===== src/rtl/multicycle_datapath_if.sv =====
// Memory-side bus of the multi-cycle datapath: instruction fetch port and data port,
// each a req/ready handshake.
//   master : the datapath (drives requests, address, store data and size mask)
//   slave  : the memory system (returns fetched word, load data and ready strobes)
interface multicycle_datapath_if #(
  parameter int unsigned XLEN = 32
);
  logic            imem_req;
  logic [XLEN-1:0] imem_addr;
  logic [31:0]     imem_rdata;
  logic            imem_ready;

  logic            dmem_req;
  logic            dmem_we;
  logic [XLEN-1:0] dmem_addr;
  logic [XLEN-1:0] dmem_wdata;
  logic [2:0]      dmem_mask;
  logic [XLEN-1:0] dmem_rdata;
  logic            dmem_ready;

  modport master (
    output imem_req, imem_addr,
    input  imem_rdata, imem_ready,
    output dmem_req, dmem_we, dmem_addr, dmem_wdata, dmem_mask,
    input  dmem_rdata, dmem_ready
  );

  modport slave (
    input  imem_req, imem_addr,
    output imem_rdata, imem_ready,
    input  dmem_req, dmem_we, dmem_addr, dmem_wdata, dmem_mask,
    output dmem_rdata, dmem_ready
  );
endinterface


===== src/rtl/multicycle_datapath.sv =====
// Multi-cycle RV32-style datapath: PC, IR, A/B/R/MDR latches, register file and ALU,
// sequenced FETCH -> DECODE -> EXEC -> (MEM) -> WB by an internal FSM.
// Ports:
//   clk, reset            clock, synchronous active-high reset
//   rg_wr_en .. imm_in    control set from the external decoder (stable DECODE..WB)
//   instruction, pc_out   IR contents and current PC
//   state                 FSM state (FETCH=0 DECODE=1 EXEC=2 MEM=3 WB=4)
//   mem                   instruction/data memory handshake bus (master side)
//   cycle_cnt,instret_cnt performance counters, built only when DP_PERF_CNT_EN is defined,
//                         otherwise tied to zero
module multicycle_datapath #(
  parameter int unsigned XLEN     = 32,
  parameter int unsigned NREGS    = 32,
  parameter int unsigned RESET_PC = 0,
  parameter int unsigned PC_STEP  = 4
) (
  input  logic                 clk,
  input  logic                 reset,
  input  logic                 rg_wr_en,
  input  logic                 sel_a,
  input  logic                 sel_b,
  input  logic                 wb_sel,
  input  logic                 rd_en,
  input  logic                 wr_en,
  input  logic [2:0]           rd_mask,
  input  logic [3:0]           alu_op,
  input  logic                 pc_sel,
  input  logic [XLEN-1:0]      imm_in,
  output logic [31:0]          instruction,
  output logic [XLEN-1:0]      pc_out,
  output logic [2:0]           state,
  multicycle_datapath_if.master mem,
  output logic [63:0]          cycle_cnt,
  output logic [63:0]          instret_cnt
);

  localparam int unsigned SHW = $clog2(XLEN);
  localparam int unsigned RW  = (NREGS > 1) ? $clog2(NREGS) : 1;

  typedef enum logic [2:0] {
    S_FETCH  = 3'd0,
    S_DECODE = 3'd1,
    S_EXEC   = 3'd2,
    S_MEM    = 3'd3,
    S_WB     = 3'd4
  } state_t;

  state_t          state_q, state_d;
  logic [XLEN-1:0] pc_q;
  logic [31:0]     ir_q;
  logic [XLEN-1:0] a_q, b_q, r_q, mdr_q;
  logic [XLEN-1:0] rf [NREGS];

  logic [4:0]      rs1, rs2, rd;
  logic [XLEN-1:0] rs1_val, rs2_val;
  logic [XLEN-1:0] op_a, op_b, alu_res;
  logic [SHW-1:0]  shamt;
  logic            rd_valid;

  assign rs1 = ir_q[19:15];
  assign rs2 = ir_q[24:20];
  assign rd  = ir_q[11:7];
  assign rd_valid = (rd != 5'd0) && (32'(rd) < NREGS);

  // Register file read ports; x0 and out-of-range indices read as zero
  always_comb begin
    rs1_val = '0;
    rs2_val = '0;
    if ((rs1 != 5'd0) && (32'(rs1) < NREGS)) rs1_val = rf[rs1[RW-1:0]];
    if ((rs2 != 5'd0) && (32'(rs2) < NREGS)) rs2_val = rf[rs2[RW-1:0]];
  end

  // ALU
  always_comb begin
    op_a  = sel_a ? pc_q : a_q;
    op_b  = sel_b ? imm_in : b_q;
    shamt = op_b[SHW-1:0];
    case (alu_op)
      4'd0:    alu_res = op_a + op_b;
      4'd1:    alu_res = op_a - op_b;
      4'd2:    alu_res = op_a << shamt;
      4'd3:    alu_res = {{(XLEN-1){1'b0}}, ($signed(op_a) < $signed(op_b))};
      4'd4:    alu_res = {{(XLEN-1){1'b0}}, (op_a < op_b)};
      4'd5:    alu_res = op_a ^ op_b;
      4'd6:    alu_res = op_a >> shamt;
      4'd7:    alu_res = $signed(op_a) >>> shamt;
      4'd8:    alu_res = op_a | op_b;
      4'd9:    alu_res = op_a & op_b;
      4'd10:   alu_res = op_b;
      default: alu_res = '0;
    endcase
  end

  // FSM state register
  always_ff @(posedge clk) begin
    if (reset) state_q <= S_FETCH;
    else       state_q <= state_d;
  end

  // FSM next state and handshake strobes
  always_comb begin
    state_d      = state_q;
    mem.imem_req = 1'b0;
    mem.dmem_req = 1'b0;
    mem.dmem_we  = 1'b0;
    case (state_q)
      S_FETCH: begin
        mem.imem_req = 1'b1;
        if (mem.imem_ready) state_d = S_DECODE;
      end
      S_DECODE: state_d = S_EXEC;
      S_EXEC:   state_d = (rd_en || wr_en) ? S_MEM : S_WB;
      S_MEM: begin
        mem.dmem_req = 1'b1;
        mem.dmem_we  = wr_en;
        if (mem.dmem_ready) state_d = S_WB;
      end
      S_WB:     state_d = S_FETCH;
      default:  state_d = S_FETCH;
    endcase
  end

  // Address/data lines always reflect the latches; only req/we are qualified by state
  assign mem.imem_addr  = pc_q;
  assign mem.dmem_addr  = r_q;
  assign mem.dmem_wdata = b_q;
  assign mem.dmem_mask  = rd_mask;

  // Datapath latches and register file write port
  always_ff @(posedge clk) begin
    if (reset) begin
      pc_q  <= XLEN'(RESET_PC);
      ir_q  <= '0;
      a_q   <= '0;
      b_q   <= '0;
      r_q   <= '0;
      mdr_q <= '0;
      for (int unsigned i = 0; i < NREGS; i++) rf[RW'(i)] <= '0;
    end else begin
      case (state_q)
        S_FETCH: begin
          if (mem.imem_ready) ir_q <= mem.imem_rdata;
        end
        S_DECODE: begin
          a_q <= rs1_val;
          b_q <= rs2_val;
        end
        S_EXEC: r_q <= alu_res;
        S_MEM: begin
          // A request with both rd_en and wr_en is a store, so MDR is left alone
          if (mem.dmem_ready && rd_en && !wr_en) mdr_q <= mem.dmem_rdata;
        end
        S_WB: begin
          if (rg_wr_en && rd_valid) rf[rd[RW-1:0]] <= wb_sel ? mdr_q : r_q;
          pc_q <= pc_sel ? {r_q[XLEN-1:1], 1'b0} : pc_q + XLEN'(PC_STEP);
        end
        default: ;
      endcase
    end
  end

  assign instruction = ir_q;
  assign pc_out      = pc_q;
  assign state       = state_q;

`ifdef DP_PERF_CNT_EN
  logic [63:0] cycle_q, instret_q;

  // Cycle and retired-instruction counters; retirement is the WB -> FETCH step
  always_ff @(posedge clk) begin
    if (reset) begin
      cycle_q   <= '0;
      instret_q <= '0;
    end else begin
      cycle_q <= cycle_q + 64'd1;
      if (state_q == S_WB) instret_q <= instret_q + 64'd1;
    end
  end

  assign cycle_cnt   = cycle_q;
  assign instret_cnt = instret_q;
`else
  assign cycle_cnt   = '0;
  assign instret_cnt = '0;
`endif

endmodule

===== src/flat_wrapper.sv =====
// flat-port wrapper written by rule: the top's interface ports become plain ports
module multicycle_datapath_flat 
#(
  parameter int unsigned XLEN     = 32,
  parameter int unsigned NREGS    = 32,
  parameter int unsigned RESET_PC = 0,
  parameter int unsigned PC_STEP  = 4
)
  (clk, reset, rg_wr_en, sel_a, sel_b, wb_sel, rd_en, wr_en, rd_mask, alu_op, pc_sel, imm_in, instruction, pc_out, state, cycle_cnt, instret_cnt, mem_imem_req, mem_imem_addr, mem_imem_rdata, mem_imem_ready, mem_dmem_req, mem_dmem_we, mem_dmem_addr, mem_dmem_wdata, mem_dmem_mask, mem_dmem_rdata, mem_dmem_ready);
  multicycle_datapath_if #(.XLEN(XLEN)) mem_i ();
  input  logic clk;
  input  logic reset;
  input  logic rg_wr_en;
  input  logic sel_a;
  input  logic sel_b;
  input  logic wb_sel;
  input  logic rd_en;
  input  logic wr_en;
  input  logic [2:0] rd_mask;
  input  logic [3:0] alu_op;
  input  logic pc_sel;
  input  logic [XLEN-1:0] imm_in;
  output logic [31:0] instruction;
  output logic [XLEN-1:0] pc_out;
  output logic [2:0] state;
  output logic [63:0] cycle_cnt;
  output logic [63:0] instret_cnt;
  output wire logic [$bits(mem_i.imem_req)-1:0] mem_imem_req;
  output wire logic [$bits(mem_i.imem_addr)-1:0] mem_imem_addr;
  input wire logic [$bits(mem_i.imem_rdata)-1:0] mem_imem_rdata;
  input wire logic [$bits(mem_i.imem_ready)-1:0] mem_imem_ready;
  output wire logic [$bits(mem_i.dmem_req)-1:0] mem_dmem_req;
  output wire logic [$bits(mem_i.dmem_we)-1:0] mem_dmem_we;
  output wire logic [$bits(mem_i.dmem_addr)-1:0] mem_dmem_addr;
  output wire logic [$bits(mem_i.dmem_wdata)-1:0] mem_dmem_wdata;
  output wire logic [$bits(mem_i.dmem_mask)-1:0] mem_dmem_mask;
  input wire logic [$bits(mem_i.dmem_rdata)-1:0] mem_dmem_rdata;
  input wire logic [$bits(mem_i.dmem_ready)-1:0] mem_dmem_ready;
  assign mem_imem_req = mem_i.imem_req;
  assign mem_imem_addr = mem_i.imem_addr;
  assign mem_i.imem_rdata = mem_imem_rdata;
  assign mem_i.imem_ready = mem_imem_ready;
  assign mem_dmem_req = mem_i.dmem_req;
  assign mem_dmem_we = mem_i.dmem_we;
  assign mem_dmem_addr = mem_i.dmem_addr;
  assign mem_dmem_wdata = mem_i.dmem_wdata;
  assign mem_dmem_mask = mem_i.dmem_mask;
  assign mem_i.dmem_rdata = mem_dmem_rdata;
  assign mem_i.dmem_ready = mem_dmem_ready;
  multicycle_datapath #(.XLEN(XLEN), .NREGS(NREGS), .RESET_PC(RESET_PC), .PC_STEP(PC_STEP)) u_core (.clk(clk), .reset(reset), .rg_wr_en(rg_wr_en), .sel_a(sel_a), .sel_b(sel_b), .wb_sel(wb_sel), .rd_en(rd_en), .wr_en(wr_en), .rd_mask(rd_mask), .alu_op(alu_op), .pc_sel(pc_sel), .imm_in(imm_in), .instruction(instruction), .pc_out(pc_out), .state(state), .mem(mem_i), .cycle_cnt(cycle_cnt), .instret_cnt(instret_cnt));
endmodule

===== config.mk =====
export PLATFORM = sky130hd
export DESIGN_NAME = multicycle_datapath_flat
export DESIGN_NICKNAME = d
export VERILOG_FILES = /design/src/rtl/multicycle_datapath_if.sv /design/src/rtl/multicycle_datapath.sv /design/src/flat_wrapper.sv
export SDC_FILE = /design/constraint.sdc
export NUM_CORES = 2
export LEC_CHECK = 0
export CAP_MARGIN = 5
export CORE_ASPECT_RATIO = 1.2
export CORE_MARGIN = 8
export CORE_UTILIZATION = 45
export DETAILED_ROUTE_END_ITERATION = 16
export HOLD_SLACK_MARGIN = 0.05
export PLACE_DENSITY = 0.59
export SETUP_SLACK_MARGIN = 0.15
export SYNTH_ARGS = -nofsm -noshare
export SYNTH_HDL_FRONTEND = slang
export SYNTH_SLANG_ARGS = --single-unit

===== constraint.sdc =====
create_clock -name clk -period 7.6 [get_ports clk]
set_clock_uncertainty 0.2 [all_clocks]
set_input_delay 2.28 -clock clk [delete_from_list [all_inputs] [get_ports clk]]
set_output_delay 2.28 -clock clk [all_outputs]
set_load 0.005 [all_outputs]

After elaboration in Yosys (flattened, before gate mapping)
Memories as Yosys holds them, arrays and structs flattened. A register that Yosys moved wholly into a read port is not among the register bits.
Index checks and enable logic that the tools add are counted.
Storage, ports and cells
  register bits after elaboration: 195
  bits in latches: 0
  memory bits (writable): 1024
  memory bits (read-only): 0
  output and inout bits: 297
  logic and storage cells: 76
  memories kept: 1
Operators by class
  add/sub/neg operators: 3
  multipliers: 0
  divide/modulo/power cells: 0
  magnitude comparators: 2
  eq/ne operators: 16
  shift-type cells: 3
  mux-type cells: 27
  bitwise gates (word level): 3
  reduce and logical (&&, ||, !) cells: 14
Memories
  u_core.rf: depth 32, width 32, rd ports 2, clocked after Yosys merged registers in 2, write ports 32, line multicycle_datapath.sv:52  | logic [XLEN-1:0] rf [NREGS];
Operators with widths (count)
  $pmux 32 s11: 1
  $mux 32: 7
  $lt 32x32->1: 2
  $add 32x3->32 const B: 1
  $add 32x32->32: 1
  $and 32x32->32: 1
  $or 32x32->32: 1
  $reduce_or 32->1: 1
  $shl 32x5->32: 1
  $shr 32x5->32: 1
  $sshr 32x5->32: 1
  $sub 32x32->32: 1
  $xor 32x32->32: 1
  $mux 5: 5
  $eq 4x3->1 const B: 4
  $reduce_bool 5->1: 3
  $eq 4x4->1 const B: 3
  $pmux 3 s4: 1
  $mux 1: 10
  $mux 3: 3
  $eq 4x2->1 const B: 2
  $eq 3x2->1 const B: 2
  $reduce_and 2->1: 3
  $eq 4x1->1 const B: 1
  8 further kinds: 11

Depth between registers and ports, before layout
  depth in word-level cells: 8
  mapped depth: 18
  depth with buffers taken out: 14

Least setup slack after synthesis
No wires, ideal clock.
  kind: input -> register
  from: in sel_b
  to: reg u_core.r_q[20] (netlist: u_core.mem.dmem_addr[20])
  library setup time: 0.117 ns
  arrival: 6.039 ns
  required time: 7.283 ns
  slack: 1.244 ns
  stages: 17
  buffers on the path: 4
  path through: buf_6 -> mux2i_4 -> inv_2 -> buf_6 -> buf_2 -> buf_2 -> ha_1 -> fa_1 -> o21ba_1 -> or4_1 -> a211oi_2 -> o21ai_0 -> nand2_1 -> a2111oi_0 -> a2111oi_0 -> o2111ai_1 -> a22o_1
On the way
  word-level cells in the longest chain between the ends: 3
RTL lines
  from (decl): line flat_wrapper.sv:15  | input logic sel_b;
  $mux 32 *: line multicycle_datapath.sv:76  | op_b = sel_b ? imm_in : b_q;
  $sub 32x32->32 (tied with other cells): line multicycle_datapath.sv:80  | 4'd1: alu_res = op_a - op_b;
  $pmux 32 s11 *: line multicycle_datapath.sv:78  | case (alu_op)
  to (signal assigned): line multicycle_datapath.sv:148  | S_EXEC: r_q <= alu_res;
  to (decl): line multicycle_datapath.sv:51  | logic [XLEN-1:0] a_q, b_q, r_q, mdr_q;
Every way passes the cells marked *; elsewhere a longest branch is shown, timed or not.
A chain may end at the register's enable or synchronous reset.

Worst setup path after layout
  from: in sel_a
  to: reg u_core.r_q[27] (netlist: u_core.mem.dmem_addr[27])
On the way
  word-level cells in the longest chain between the ends: 3
RTL lines
  from (decl): line flat_wrapper.sv:14  | input logic sel_a;
  $mux 32 *: line multicycle_datapath.sv:75  | op_a = sel_a ? pc_q : a_q;
  $sub 32x32->32 (tied with other cells): line multicycle_datapath.sv:80
  $pmux 32 s11 *: line multicycle_datapath.sv:78
Marks and branches as above.

==> results.py <==
metrics = {
    "cells_and_area": {
        "syn2layout_area_growth_pct": 13.3,
        "register_area_mm2": 0.0349,
        "drive_above_1_share_pct": 20.6,
        "nNetsFinal": 6097,
        "fillers": 13526,
        "multi_input_area_mm2": 0.0329,
        "post-route-util_pct": 51.2,
    },
    "synth": {
        "synthFlopType": "edfxtp_1",
        "synthSimpleGateAreaFrac_pct": 11.2,
        "synthMuxAreaShare_pct": 24.7,
        "yosys-top-cells-count": "1,321 x nor2_1, 1,024 x edfxtp_1, 643 x mux4_2",
        "syn_area_mm2": 0.0703,
        "synth_area_leaders": "edfxtp_1 44%, mux4_2 21%, nor2_1 7.1%",
        "async_flop_share_pct": 0,
        "synth_edf_count": 1024,
        "yosys_warnings": 0,
        "synth_cell_types": 88,
        "netlist_instances": 5795,
        "yosys_register_bits": 1228,
        "yosysMostFrequentCell": "nor2_1",
        "synthAdderAreaFrac_pct": 1.89,
        "syn_area_per_cell_um2": 12.1,
        "synth_area_leader_cell": "edfxtp_1",
        "synthXorXnorAreaFrac_pct": 0.0996,
        "synth_top_family_by_area": "multiplexers",
        "synth-compound-area-share_pct": 7.25,
        "yosys.area.top_type_share_pct": 43.7,
        "synth_seq_area_share_pct": 49.5,
    },
    "floorplan": {
        "rows": 159,
        "coreArea_mm2": 0.156,
        "die_area_mm2": 0.169,
        "fp.dieH_um": 449,
        "die_w_um": 377,
        "pin_count": 411,
        "initial_core_util_pct": 45.2,
    },
    "routing": {
        "wl_per_cell_um": 36.3,
        "route.detailed.drc": 0,
        "first_iter_violations": 6648,
        "wl_mm": 294,
        "postRouteAntennaNets": 0,
        "viasPerCell": 6.59,
        "vias": 53229,
        "firstDrtPassIters": 6,
    },
    "sta": {
        "fin_crit_ns": 6.41,
        "hold_ws_ns": 0.255,
        "rsz0062_at_grt": "no",
        "worst_pin_slew_ns": 1.36,
        "relSlewSlack_pct": 9.04,
        "post-route-period-util_pct": 84.3,
        "tns_ns": 0,
        "setup-violations-final": 0,
        "final_hold_viol_count": 0,
        "timing.fmax_ghz": 0.156,
        "finalMaxSlewViolations": 0,
    },
    "clock_tree": {
        "hold_buffers": 0,
        "clock_latency_ns": 0.80,
        "cts_buffers": 131,
        "post-cts-setup-buffer-count": 0,
        "clockBufferDepth": 3,
        "path_clk_slew_ns": 0.06,
        "cts-resized-gates": 0,
        "cts_tree": "yes",
        "htreeDepth": 4,
        "cts_root_buf": "clkbuf_16",
        "cts.sinks": 1228,
    },
    "setup_path": {
        "path_max_fanout": 12,
        "crit_type": "in2reg",
        "startpoint_type": "input port",
        "arrival_ns": 6.83,
        "cp-end-kind": "flop",
        "cp_data_required_time_ns": 8.03,
    },
    "pwr": {
        "ir_drop_mv": 0.210,
        "p_per_area_mw_per_mm2": 210,
        "p_leak_nw": 26.4,
        "power.total_mw": 16.7,
    },
    "global_route": {
        "grt_max_degree": 95,
        "grt_pass1_wl_mm": 406,
        "grt_pass1_vias": 52851,
        "gr-usage-all-layers_pct": 33.7,
        "overflow": 0,
        "antenna_found_initial": 4,
    },
    "placed_design": {
        "dpl.hpwl_mm": 195,
        "portBuffers": 274,
        "place_congestion": 1.08,
    },
    "min_path": {
        "hold_path_class": "reg2reg",
    },
    "run_status": {
        "run_status": "finished, final reports clean",
    },
    "job": {
        "max-cap-violations": 0,
    },
}
==> final timing paths <==
kind                                                end                                  start  slack [ns]  depth (start not counted)
hold reg to reg      u_core.instruction[3]$_SDFFE_PP0P_     u_core.instruction[3]$_SDFFE_PP0P_        0.26                          2
setup reg to reg  u_core.mem.dmem_addr[12]$_SDFFE_PP0N_  u_core.mem.dmem_wdata[0]$_SDFFE_PP0P_        2.59                         11
hold / removal       u_core.instruction[3]$_SDFFE_PP0P_     u_core.instruction[3]$_SDFFE_PP0P_        0.26                          2
setup / recovery  u_core.mem.dmem_addr[27]$_SDFFE_PP0N_                                  sel_a        1.19                         12
==> logic make-up after synthesis <==
group,after synthesis
muxes,927
xor gates and xnor gates,8
DFF,1228
other,1
and+or+nand+nor,1929
buffers and inverters,806
AOI/OAI and AO/OA,791
adders and majority gates,105
==> placed cells by master (no fill, tap or decap), drive strengths merged, types with 9 or more instances in the layout <==
cell and instances:
edfxtp 1024, clkinv 47, ha 103, a31oi 24, o2111ai 12, o221ai 14, buf 229, dfxtp 204
nor3 49, nand4 11, a211oi 41, conb 162, a221o 12, nand2 344, clkbuf 175, o211ai 27
a22o 10, nor2b 18, nor4 12, nor3b 10, and3 17, nor2 1321, a21o 24, mux2i 252
inv 103, o22ai 33, mux4 643, o21ai 127, o21bai 17, mux2 32, clkdlybuf4s50 269, a2111oi 9
o31ai 15, and2 14, nand3 46, a221oi 33, nand2b 43, a21oi 298, a22oi 20
==> critical path: stages <==
cell	delay [ns]
buf_2	0.48
mux2i_1	0.57
ha_1	0.47
a21o_1	0.26
a2111oi_0	0.68
o31a_1	0.43
o311ai_1	0.27
a41oi_2	0.53
o21ai_0	0.23
a221o_1	0.38
o21ai_0	0.09
a221oi_1	0.11
==> power breakdown <==
part / total (mW) / internal, mW / switching, mW
combinational: 2.57 / 1.06 / 1.51
sequential: 7.73 / 7.51 / 0.221
clock: 6.43 / 3.62 / 2.82
==> layout make-up <==
type / count / share of cell area [%]
repair buffers: 498 / 5.96
well taps: 2093 / 3.29
multi-input cells: 3922 / 41.3
diodes: 2 / 0.00628
flip-flops and latches: 1228 / 43.7
inverters: 97 / 0.457
clock inverters: 62 / 0.675
clock buffers: 175 / 4.57
==> registers in the layout, indices dropped and copies added (netlist names), named ones only <==
| register | flops |
|---|---|
| u_core.instruction | 32 |
| u_core.rf | 1024 |
| u_core.mem.dmem_wdata | 32 |
| u_core.state | 3 |
| u_core.mem.imem_addr | 31 |
| u_core.a_q | 32 |
| u_core.mem.dmem_addr | 32 |
| u_core.mdr_q | 32 |
==> metrics by stage <==
stage | instance area (µm²) | cells | setup slack (ns)
global placement | 75500 | 7838 | 0.619
global route | 79700 | 8075 | 1.07
finish | 79700 | 8077 | 1.19
detailed placement | 75500 | 7838 | 0.560
floorplan | 70900 | 5956 | 1.24
CTS | 79700 | 8075 | 1.39
==> routing by layer <==
metal  vias to the layer above  wire length, µm  part of all wire [%]  global-route usage (%)
met5                         -                7                0.0024                       0
met4                         2            22600                   7.7                    21.2
met3                       935            26200                   8.9                    6.71
met2                      3406           143000                    49                    56.6
met1                     27280           101000                    34                    39.6
li1                      21606                -                     -                       -
(Power assumes the default switching activity.)
